File: src/rtl/mem_arb_pkg.sv
// Shared types for the IF/MEM backing-memory port arbiter.
// Holds the FSM state enum, grant encoding and the starvation limit default.
`timescale 1ns/1ps
package mem_arb_pkg;

    localparam int STARVE_LIMIT_DEF = 4;
    localparam int CNT_W            = 4;

    typedef enum logic [2:0] {
        IDLE,
        BUSY_IF,
        BUSY_D,
        DONE_IF,
        DONE_D
    } arb_state_e;

    typedef enum logic [1:0] {
        GNT_NONE,
        GNT_IF,
        GNT_D
    } gnt_e;

endpackage

File: src/rtl/arb_starve_counter.sv
// Saturating count of arbitrations fetch has lost in a row.
// Ports: clk, rst_n, inc (lost one), clr (restart), sat (at limit), cnt.
`timescale 1ns/1ps
module arb_starve_counter
    import mem_arb_pkg::*;
#(
    parameter int LIMIT = STARVE_LIMIT_DEF
) (
    input  logic             clk,
    input  logic             rst_n,
    input  logic             inc,
    input  logic             clr,
    output logic             sat,
    output logic [CNT_W-1:0] cnt
);

    assign sat = (cnt == CNT_W'(LIMIT));

    always_ff @(posedge clk or negedge rst_n) begin
        if (!rst_n) begin
            cnt <= '0;
        end else if (clr) begin
            cnt <= '0;
        end else if (inc && !sat) begin
            cnt <= cnt + 1'b1;
        end
    end

endmodule

File: src/rtl/mem_port_arbiter.sv
// Shares one multi-cycle memory port between fetch (read-only) and data.
// Ports: IF_* fetch side, D_* data side, MEM_* backing memory; CLK, RESET.
`timescale 1ns/1ps
module mem_port_arbiter
    import mem_arb_pkg::*;
#(
    parameter int ADDR_WIDTH   = 32,
    parameter int DATA_WIDTH   = 32,
    parameter int STARVE_LIMIT = STARVE_LIMIT_DEF
) (
    input  logic                  CLK,
    input  logic                  RESET,
    input  logic                  IF_READ,
    input  logic [ADDR_WIDTH-1:0] IF_ADDRESS,
    output logic [DATA_WIDTH-1:0] IF_READDATA,
    output logic                  IF_BUSYWAIT,
    input  logic                  D_READ,
    input  logic                  D_WRITE,
    input  logic [ADDR_WIDTH-1:0] D_ADDRESS,
    input  logic [DATA_WIDTH-1:0] D_WRITEDATA,
    output logic [DATA_WIDTH-1:0] D_READDATA,
    output logic                  D_BUSYWAIT,
    output logic                  MEM_READ,
    output logic                  MEM_WRITE,
    output logic [ADDR_WIDTH-1:0] MEM_ADDRESS,
    output logic [DATA_WIDTH-1:0] MEM_WRITEDATA,
    input  logic [DATA_WIDTH-1:0] MEM_READDATA,
    input  logic                  MEM_BUSYWAIT
);

    arb_state_e       state;
    arb_state_e       state_n;
    gnt_e             gnt;
    logic             d_req;
    logic             req_cur;
    logic             busy;
    logic             complete;
    logic             accept;
    logic             issued;
    logic             aborted;
    logic             starve_sat;
    logic             starve_inc;
    logic             starve_clr;
    logic [CNT_W-1:0] starve_cnt;

    assign d_req = D_READ | D_WRITE;
    assign busy  = (state == BUSY_IF) || (state == BUSY_D);

    // Request of whichever side currently owns the port.
    assign req_cur = (state == BUSY_IF) ? IF_READ : d_req;

    // The first busy cycle is ignored: memory busywait may not be up yet.
    assign complete = busy && issued && !MEM_BUSYWAIT;

    // A request dropped at any point in the op (flush) discards the result.
    assign accept = complete && req_cur && !aborted;

    assign IF_BUSYWAIT = IF_READ && (state != DONE_IF);
    assign D_BUSYWAIT  = d_req && (state != DONE_D);

    assign starve_inc = (gnt == GNT_D) && IF_READ;
    assign starve_clr = (gnt == GNT_IF) || ((state == IDLE) && !IF_READ);

    arb_starve_counter #(
        .LIMIT (STARVE_LIMIT)
    ) u_starve (
        .clk   (CLK),
        .rst_n (RESET),
        .inc   (starve_inc),
        .clr   (starve_clr),
        .sat   (starve_sat),
        .cnt   (starve_cnt)
    );

    always_ff @(posedge CLK or negedge RESET) begin
        if (!RESET) begin
            state <= IDLE;
        end else begin
            state <= state_n;
        end
    end

    always_comb begin
        state_n = state;
        gnt     = GNT_NONE;
        unique case (state)
            IDLE: begin
                if (IF_READ && (!d_req || starve_sat)) begin
                    gnt     = GNT_IF;
                    state_n = BUSY_IF;
                end else if (d_req) begin
                    gnt     = GNT_D;
                    state_n = BUSY_D;
                end
            end
            BUSY_IF: begin
                if (complete) state_n = accept ? DONE_IF : IDLE;
            end
            BUSY_D: begin
                if (complete) state_n = accept ? DONE_D : IDLE;
            end
            DONE_IF: state_n = IDLE;
            DONE_D:  state_n = IDLE;
            default: state_n = IDLE;
        endcase
    end

    always_ff @(posedge CLK or negedge RESET) begin
        if (!RESET) begin
            MEM_READ      <= 1'b0;
            MEM_WRITE     <= 1'b0;
            MEM_ADDRESS   <= '0;
            MEM_WRITEDATA <= '0;
            IF_READDATA   <= '0;
            D_READDATA    <= '0;
            issued        <= 1'b0;
            aborted       <= 1'b0;
        end else begin
            if (gnt == GNT_IF) begin
                MEM_READ    <= 1'b1;
                MEM_WRITE   <= 1'b0;
                MEM_ADDRESS <= IF_ADDRESS;
                issued      <= 1'b0;
                aborted     <= 1'b0;
            end else if (gnt == GNT_D) begin
                // Read and write together is taken as a write.
                MEM_READ      <= !D_WRITE;
                MEM_WRITE     <= D_WRITE;
                MEM_ADDRESS   <= D_ADDRESS;
                MEM_WRITEDATA <= D_WRITEDATA;
                issued        <= 1'b0;
                aborted       <= 1'b0;
            end
            if (busy) begin
                issued <= 1'b1;
                if (!req_cur) aborted <= 1'b1;
            end
            if (complete) begin
                MEM_READ  <= 1'b0;
                MEM_WRITE <= 1'b0;
            end
            if (accept && MEM_READ) begin
                if (state == BUSY_IF) IF_READDATA <= MEM_READDATA;
                else                  D_READDATA  <= MEM_READDATA;
            end
        end
    end

endmodule

File: config.mk
export PLATFORM = sky130hd
export DESIGN_NAME = mem_port_arbiter
export DESIGN_NICKNAME = d
export VERILOG_FILES = /design/src/rtl/mem_arb_pkg.sv /design/src/rtl/arb_starve_counter.sv /design/src/rtl/mem_port_arbiter.sv
export SDC_FILE = /design/constraint.sdc
export NUM_CORES = 1
export LEC_CHECK = 0
export CAP_MARGIN = 10
export CORE_MARGIN = 2
export CORE_UTILIZATION = 30
export CTS_CLUSTER_DIAMETER = 150
export DETAILED_ROUTE_END_ITERATION = 6
export PLACE_DENSITY = 0.71
export REMOVE_ABC_BUFFERS = 1
export SLEW_MARGIN = 5
export SYNTH_ARGS = -nofsm -noshare
export SYNTH_HDL_FRONTEND = slang
export SYNTH_SLANG_ARGS = --single-unit
File: constraint.sdc
create_clock -name CLK -period 2.5 [get_ports CLK]
set_input_delay 0.5 -clock CLK [delete_from_list [all_inputs] [get_ports CLK]]
set_output_delay 0.5 -clock CLK [all_outputs]
set_load 0.02 [all_outputs]
# Yosys cells after proc, flatten, opt, wreduce, memory -nomap -nowiden
# Cells that the tools add are included.
word_totals:
  reg_bits: 139
  input_bits: 134
  output_inout_bits: 132
  elab_cells: 81
classes:
  addsub: 1
  n_eq_ne: 10
  muxes: 28
  bitwise: 3
  n_reduce_logical: 29
op_table:
  columns: ["operator", "n"]
  rows:
  - ["32-bit two-way mux", 2]
  - ["3-bit two-way mux", 5]
  - ["1-bit two-way mux", 14]
  - ["1-bit logical AND", 11]
  - ["3-bit one-hot mux with 3 select lines", 1]
  - ["2-bit two-way mux", 4]
  - ["4-bit two-way mux", 2]
  - ["1-bit logical NOT", 6]
  - ["3-bit by 2-bit != test with 1-bit output, second input constant", 2]
  - ["2-bit AND reduction", 3]
  - ["3-bit nonzero test", 2]
  - ["4-bit by 1-bit adder with 4-bit output, second input constant", 1]
  - ["4-bit by 3-bit == test with 1-bit output, second input constant", 1]
  - ["2-bit != test, second input constant", 2]
  - ["2-bit nonzero test", 2]
  - ["3-bit by 1-bit == test with 1-bit output, second input constant", 1]
  - ["3-bit by 2-bit == test with 1-bit output, second input constant", 1]
  - ["3-bit logical NOT", 1]
  - ["1-bit logical OR", 3]
  - ["3-bit != test, second input constant", 1]
  - ["3-bit AND reduction", 1]
  - ["2-bit by 1-bit == test with 1-bit output, second input constant", 1]
  - ["2-bit == test, second input constant", 1]
  - ["1-bit inverter", 2]
  - ["1-bit OR", 1]

# Longest topological paths before layout
# Gate-level depths: netlist of the first run.
logic_depth:
  depth_word: 11
  mapped_depth: 11
  depth_no_buf: 9

# Cells and area by module
# Synthesis of the first run repeated with hierarchy kept, for this count alone.
hier_totals:
  hier_cells: 426
  area_unflattened_um2: 5923.2
by_module_without_submodules:
  columns: ["module", "n_inst", "cells_each", "area_each_um2", "seq_area_each_um2"]
  rows:
  - ["mem_port_arbiter", 1, 402, 5689.2, 3378.2]
  - ["arb_starve_counter", 1, 24, 234.0, 100.1]

# Worst setup path after synthesis of the first run
# Ideal clock, no wire load.
synth_path:
  path_kind: "register to register"
  startpoint: "register state[0]"
  endpoint: "register MEM_WRITEDATA[10]"
  setup_time_ns: 0.125
  arrival_ns: 2.360
  required_ns: 2.375
  setup_slack_ns: 0.015
  path_stages_with_launch: 9
  path_buffers: 3
  synth_period_minus_slack_ns: 2.485
  path_cell_list: "dfrtp_1 -> clkbuf_1 -> or3_1 -> a211o_1 -> inv_1 -> ha_1 -> clkbuf_1 -> buf_1 -> mux2_2"
synth_via:
  elab_chain_cells: 5
  elab_cells_between_ends: 6
  classes_between: "2 x eq/ne; 1 x mux; 1 x bitwise; 2 x reduce/logical"
synth_rtl:
  columns: ["element", "line_no", "rtl"]
  rows:
  - ["from (decl)", "mem_port_arbiter.sv:31", "arb_state_e state;"]
  - ["from (signal assigned)", "mem_port_arbiter.sv:79", "state <= state_n;"]
  - ["3-bit logical NOT *", "mem_port_arbiter.sv:86", "unique case (state)"]
  - ["2-bit two-way mux *", "mem_port_arbiter.sv:86", null]
  - ["2-bit by 1-bit == test with 1-bit output", "mem_port_arbiter.sv:119", "if (gnt == GNT_IF) begin"]
  - ["1-bit inverter (no source line)", null, null]
  - ["2-bit AND reduction (no source line) *", null, null]
  - ["to (signal assigned)", "mem_port_arbiter.sv:113", "MEM_WRITEDATA <= '0;"]
  - ["to (signal assigned)", "mem_port_arbiter.sv:130", "MEM_WRITEDATA <= D_WRITEDATA;"]
  - ["to (decl)", "mem_port_arbiter.sv:26", "output logic [DATA_WIDTH-1:0] MEM_WRITEDATA,"]
# Mark *: on every way between the ends. The rest lies on a longest branch, timed or not.
# A chain may end at the register's enable or synchronous reset.

# Final worst setup path of the first run
layout_path:
  startpoint: "input port IF_READ"
  endpoint: "output port IF_BUSYWAIT"
layout_via:
  elab_chain_cells: 1
layout_rtl:
  columns: ["element", "line_no", "rtl"]
  rows:
  - ["from (decl)", "mem_port_arbiter.sv:13", "input logic IF_READ,"]
  - ["1-bit logical AND", "mem_port_arbiter.sv:58", "assign IF_BUSYWAIT = IF_READ && (state != DONE_IF);"]
  - ["to (decl)", "mem_port_arbiter.sv:16", "output logic IF_BUSYWAIT,"]
# No other way between the ends.

==> results.sh, run 1 <==
export IMPL_outcome="completed"
export IMPL_viasPerCell=4.39
export IMPL_clk_pin_slew_ns=0.06
export IMPL_rsz0062_at_grt="false"
export IMPL_cts_sinks=139
export IMPL_wl_per_cell_um=15.6
export IMPL_antenna_found_initial=0
export IMPL_n_antenna_cell=0
export IMPL_cp_end_kind="primary output"
export IMPL_synth_edf_count=0
export IMPL_postSynthAreaPerCell_um2=13.9
export IMPL_grt_pass1_vias=4542
export IMPL_place_congestion=0.782
export IMPL_drive_above_1_share=0.211
export IMPL_dr_pass1_iters=4
export IMPL_tightest_slew_ns=0.725
export IMPL_htree_levels=4
export IMPL_worst_path_max_fanout=5
export IMPL_cp_slowest_stage_delay_ns=0.65
export IMPL_cts_tree="built"
export IMPL_max_vdd_ir_drop_mv=0.566
export IMPL_start_util=0.303
export IMPL_synth_area_leaders="dfrtp_1, mux2_2, mux2_4"
export IMPL_leakagePower_uw=0.00413
export IMPL_synth_top_area_cell="dfrtp_1"
export IMPL_path_class="in2out"
export IMPL_synth_flop_cell="dfrtp_1"
export IMPL_synthArstFlopShare=1.00
export IMPL_die_area_um2=20600
export IMPL_grt_overflow=0
export IMPL_root_buffer="clkbuf_16"
export IMPL_post_cts_buffers=0
export IMPL_slowest_stage="clkdlybuf4s50_1"
export IMPL_yosys_warnings=0
export IMPL_synth_cell_type_count=37
export IMPL_die_y_um=144
export IMPL_io_buffers=265
export IMPL_finalMaxSlewViolations=0
export IMPL_synth_top_area_share=0.595
export IMPL_fin_crit_sh=0.954
export IMPL_yosysMostFrequentCell="dfrtp_1"
export IMPL_grt_max_degree=65
export IMPL_rows=51
export IMPL_holdCritPathClass="in2async"
export IMPL_ios=266
export IMPL_post_dp_hpwl_um=11100
export IMPL_die_w_um=144
export IMPL_critical_path_cell_chain="clkdlybuf4s50_1 -> o21a_1 -> clkdlybuf4s50_1"
export IMPL_drtAntennaViolNets=0
export IMPL_ys_seq_area_frac=0.595
export IMPL_p_per_area_nw_per_um2=1280
export IMPL_clock_latency_ns=0.41
export IMPL_syn_inst=420
export IMPL_drtIter0Drc=122
export IMPL_crit_arrival_ns=1.89
export IMPL_cap_viol_max_count=0
export IMPL_setup_violations=0
export IMPL_drt_total_wl_um=15200
export IMPL_synth_common_cells="dfrtp_1, mux2_2, o21ai_0"
export IMPL_area_delta_synth_final_pct=63.4
export IMPL_synth_area_um2=5840
export IMPL_clk_path_buf_depth=2
export IMPL_worst_path_most_repeated_cell="clkdlybuf4s50_1"
export IMPL_post_place_ws_ns=0.0344
export IMPL_drcViolationCount=0
export IMPL_max_freq_mhz=419
export IMPL_core_um2=19300
export IMPL_setup_tns_final_ns=0
export IMPL_fin_hold_ws_ns=0.0502
export IMPL_finalNetCount=836
export IMPL_hold_violations=0
export IMPL_setup_ws_ns=0.114
export IMPL_cp_start_kind="primary input"
export IMPL_required_ns=2.00
export IMPL_grt_use_total=0.151
export IMPL_ys_ff_latch=139
export IMPL_cts_made_buffers=17
export IMPL_vias=4287
export IMPL_skew_ns=0.00951
export IMPL_relSlewSlack=0.504
export IMPL_grt_pass1_wl_um=23900
export IMPL_period_minus_slack_ns=2.39
[metal layers]
layer,vias up,global-route usage,part of all wire
met2,137,0.253,0.50
li1,2041,-,-
met5,-,0,0
met4,0,0.0604,0.029
met3,27,0.0513,0.059
met1,2082,0.177,0.41
[through the flow]
stage | instance area, um2 | util | total power (uW) | cells
floorplan | 5700 | - | 6790 | 395
global placement | 8920 | 0.463 | 9570 | 944
detailed placement | 8920 | 0.463 | 9670 | 944
CTS | 9540 | 0.495 | 12400 | 976
global route | 9540 | 0.495 | 13000 | 976
finish | 9540 | 0.495 | 12200 | 976
[path summary, 6_finish.rpt]
path	from	to	slack (ns)	cells after the start
worst max-delay path	IF_READ	IF_BUSYWAIT	0.11	3
worst min-delay path	RESET	MEM_WRITEDATA[8]	0.05	1
worst max register to register	u_starve.cnt[0]	u_starve.cnt[3]	0.16	9
worst min register to register	MEM_ADDRESS[5]	MEM_ADDRESS[5]	0.48	2
max in group asynchronous	RESET	D_READDATA[13]	1.76	2
min in group CLK	MEM_ADDRESS[5]	MEM_ADDRESS[5]	0.48	2
[sequential cells by signal, indices dropped and copies added (netlist names)]
name / count
state: 3
MEM_WRITEDATA: 32
aborted: 1
issued: 1
MEM_WRITE: 1
MEM_READ: 1
MEM_ADDRESS: 32
D_READDATA: 32
u_starve.cnt: 4
IF_READDATA: 32
[repair_timing]
item                                    in CTS  in global routing
hold buffers                                 0                  0
hold endpoints to repair                     0                  0
endpoints found under the setup margin       0                  1
gates resized for setup                      0                  1
[worst max-delay path: cells and delay by family]
family | cells | cell delay (ns)
AO/OA/AOI/OAI | 1 | 0.16
buffers and inverters | 2 | 1.23
[kinds of logic after synthesis]
family | Yosys count | share of synthesized area
muxes | 128 | 0.259
buffers and inverters | 31 | 0.0287
DFF | 139 | 0.595
AOI/OAI and AO/OA | 56 | 0.0540
and+or+nand+nor | 62 | 0.0542
adders and majority gates | 4 | 0.00857
[power by group]
group	total, uW	switching (uW)	internal, uW
registers	3840	554	3290
clock network	2660	988	1670
logic	5730	2680	3050
total	12200	4220	8010
[layout by cell type, fill, tap and decap left out, drive strengths merged, types with 2 or more instances in the layout]
master / Yosys / final
a21oi: 7 / 7
clkinvlp: 0 / 3
nand2b: 4 / 4
clkdlybuf4s50: 0 / 263
nor2: 3 / 3
o21ai: 38 / 38
or3: 2 / 2
clkinv: 0 / 7
o21a: 3 / 3
nand3: 4 / 4
nand2: 37 / 37
bufinv: 0 / 4
and2: 2 / 2
clkbuf: 13 / 17
mux2: 96 / 96
ha: 4 / 4
inv: 6 / 7
nor2b: 2 / 2
buf: 12 / 20
mux2i: 32 / 32
dfrtp: 139 / 139
[cell type report]
cell class / count / area [um2]
clock buffers: 17 / 425
repair buffers: 284 / 2870
fillers: 1726 / 9730
flip-flops and latches: 139 / 3480
inverters: 6 / 22.5
well taps: 265 / 332
multi-input cells: 250 / 2210
clock inverters: 15 / 198
Power figures use the tool's default switching activity.
==> run 2, diff against run 1 <==
CORE_MARGIN = not set   (was 2)
REMOVE_ABC_BUFFERS = not set   (was 1)
==> results.sh, run 2 (synthesized netlist as in run 1, its figures left out) <==
export IMPL_relSlewSlack=0.506
export IMPL_p_per_area_nw_per_um2=1270
export IMPL_path_class="reg2reg"
export IMPL_drtAntennaViolNets=0
export IMPL_finalMaxSlewViolations=0
export IMPL_root_buffer="clkbuf_16"
export IMPL_grt_pass1_vias=4796
export IMPL_required_ns=2.76
export IMPL_swShare=0.364
export IMPL_worst_path_max_fanout=6
export IMPL_period_minus_slack_ns=2.39
export IMPL_power_internal_uw=7680
export IMPL_holdCritPathClass="in2async"
export IMPL_core_um2=18900
export IMPL_setup_violations=0
export IMPL_clk_pin_slew_ns=0.07
export IMPL_crit_arrival_ns=2.65
export IMPL_fillers=1611
export IMPL_start_util=0.309
export IMPL_cts_tree="built"
export IMPL_p_sw_uw=4390
export IMPL_final_util=0.504
export IMPL_grt_max_degree=65
export IMPL_cp_start_kind="flop"
export IMPL_area_delta_synth_final_pct=63.1
export IMPL_clock_latency_ns=0.42
export IMPL_cts_made_buffers=17
export IMPL_drt_total_wl_um=15800
export IMPL_grt_pass1_wl_um=25000
export IMPL_clockPowerShare=0.199
export IMPL_htree_levels=4
export IMPL_post_dp_hpwl_um=11900
export IMPL_syn_nets=558
export IMPL_die_w_um=142
export IMPL_dr_pass1_iters=5
export IMPL_hold_buffers=0
export IMPL_ios=266
export IMPL_power_share_sequential=0.323
export IMPL_wl_per_cell_um=16.3
export IMPL_grt_use_total=0.163
export IMPL_multi_input_area_um2=2240
export IMPL_io_buffers=265
export IMPL_setup_tns_final_ns=0
export IMPL_report_power_total_uw=12100
export IMPL_p_comb_frac=0.478
export IMPL_vias=4463
export IMPL_drtIter0Drc=141
export IMPL_outcome="completed"
export IMPL_n_antenna_cell=0
export IMPL_antenna_found_initial=0
export IMPL_layout_common_cells="clkdlybuf4s50_1, dfrtp_1, mux2_2"
export IMPL_cp_end_kind="flop"
export IMPL_die_y_um=142
export IMPL_final_cells=972
export IMPL_rsz0062_at_grt="false"
export IMPL_finalNetCount=837
export IMPL_tightest_slew_ns=0.722
export IMPL_leakagePower_uw=0.00412
export IMPL_drcViolationCount=0
export IMPL_clk_path_buf_depth=2
export IMPL_worstRegToRegCells=10
export IMPL_post_cts_buffers=0
export IMPL_die_area_um2=20000
export IMPL_final_common_cell="clkdlybuf4s50_1"
export IMPL_cts_sinks=139
export IMPL_viasPerCell=4.59
export IMPL_fin_crit_sh=0.956
export IMPL_hold_violations=0
export IMPL_placedCellCount=940
export IMPL_skew_ns=0.0141
export IMPL_max_freq_mhz=419
export IMPL_grt_overflow=0
export IMPL_max_vdd_ir_drop_mv=0.615
export IMPL_rows=50
export IMPL_drive_above_1_share=0.218
export IMPL_cap_viol_max_count=0
export IMPL_register_area_um2=3480
export IMPL_place_congestion=0.795
[run 2: changes by cell type in the layout (fill, tap and decap cells not counted), sizes merged]
cell      change
inv           +9
bufinv        -4
clkinv        -3
clkinvlp      -2
buf           +1
[run 2: layer usage]
metal / track usage / vias up / routed length [um]
met3: 0.0574 / 25 / 1440
met2: 0.291 / 231 / 8080
met1: 0.173 / 2163 / 5950
met5: 0 / - / 0
li1: - / 2044 / -
met4: 0.0685 / 0 / 335
[run 2: final timing paths]
path	slack, ns	endpoint	from
max in group asynchronous	1.70	MEM_WRITEDATA[5]	RESET
max reg2reg	0.11	u_starve.cnt[3]	u_starve.cnt[0]
max	0.11	u_starve.cnt[3]	u_starve.cnt[0]
min in group CLK	0.48	MEM_ADDRESS[30]	MEM_ADDRESS[30]
min reg2reg	0.48	MEM_ADDRESS[30]	MEM_ADDRESS[30]
min	0.02	D_READDATA[26]	RESET
[run 2: critical path, stage by stage (launching register included)]
cell	delay [ns]
dfrtp_1	0.40
inv_1	0.09
ha_1	0.21
and3b_2	0.26
a211o_1	0.35
inv_1	0.10
ha_4	0.16
nand2_1	0.07
buf_4	0.15
o21ai_1	0.34
a21oi_4	0.11
[run 2: area by class of cell]
class                      count  share of cell area
multi-input combinational    250               0.235
clock buffer                  17              0.0446
tap                          260              0.0341
inverter                       6             0.00236
clock inverter                15              0.0148
timing repair buffer         285               0.304
sequential                   139               0.365
[run 2: metrics by stage]
step	instance area [um2]	setup WS [ns]	hold slack [ns]
after CTS	9510	0.0102	0.0248
after global placement	8930	-0.00942	0.454
after detailed placement	8930	0.0101	0.472
after floorplan	5840	0.0152	0.204
final	9530	0.111	0.0186
after global routing	9530	0.0394	0.0395
[run 2: timing repair]
| action | 4_1_cts | 5_1_grt |
|---|---|---|
| pin swaps | 0 | 1 |
| endpoints found under the setup margin | 1 | 2 |
| resized for setup | 1 | 6 |
[run 2: power by group through the flow]
stage	Sequential (uW)	Clock, uW	Combinational [uW]
after floorplan	5050	0	1780
after global placement	3870	0	5680
after detailed placement	3930	0	5800
after CTS	3910	2490	5820
after global routing	4030	2590	6140
final	3900	2400	5770
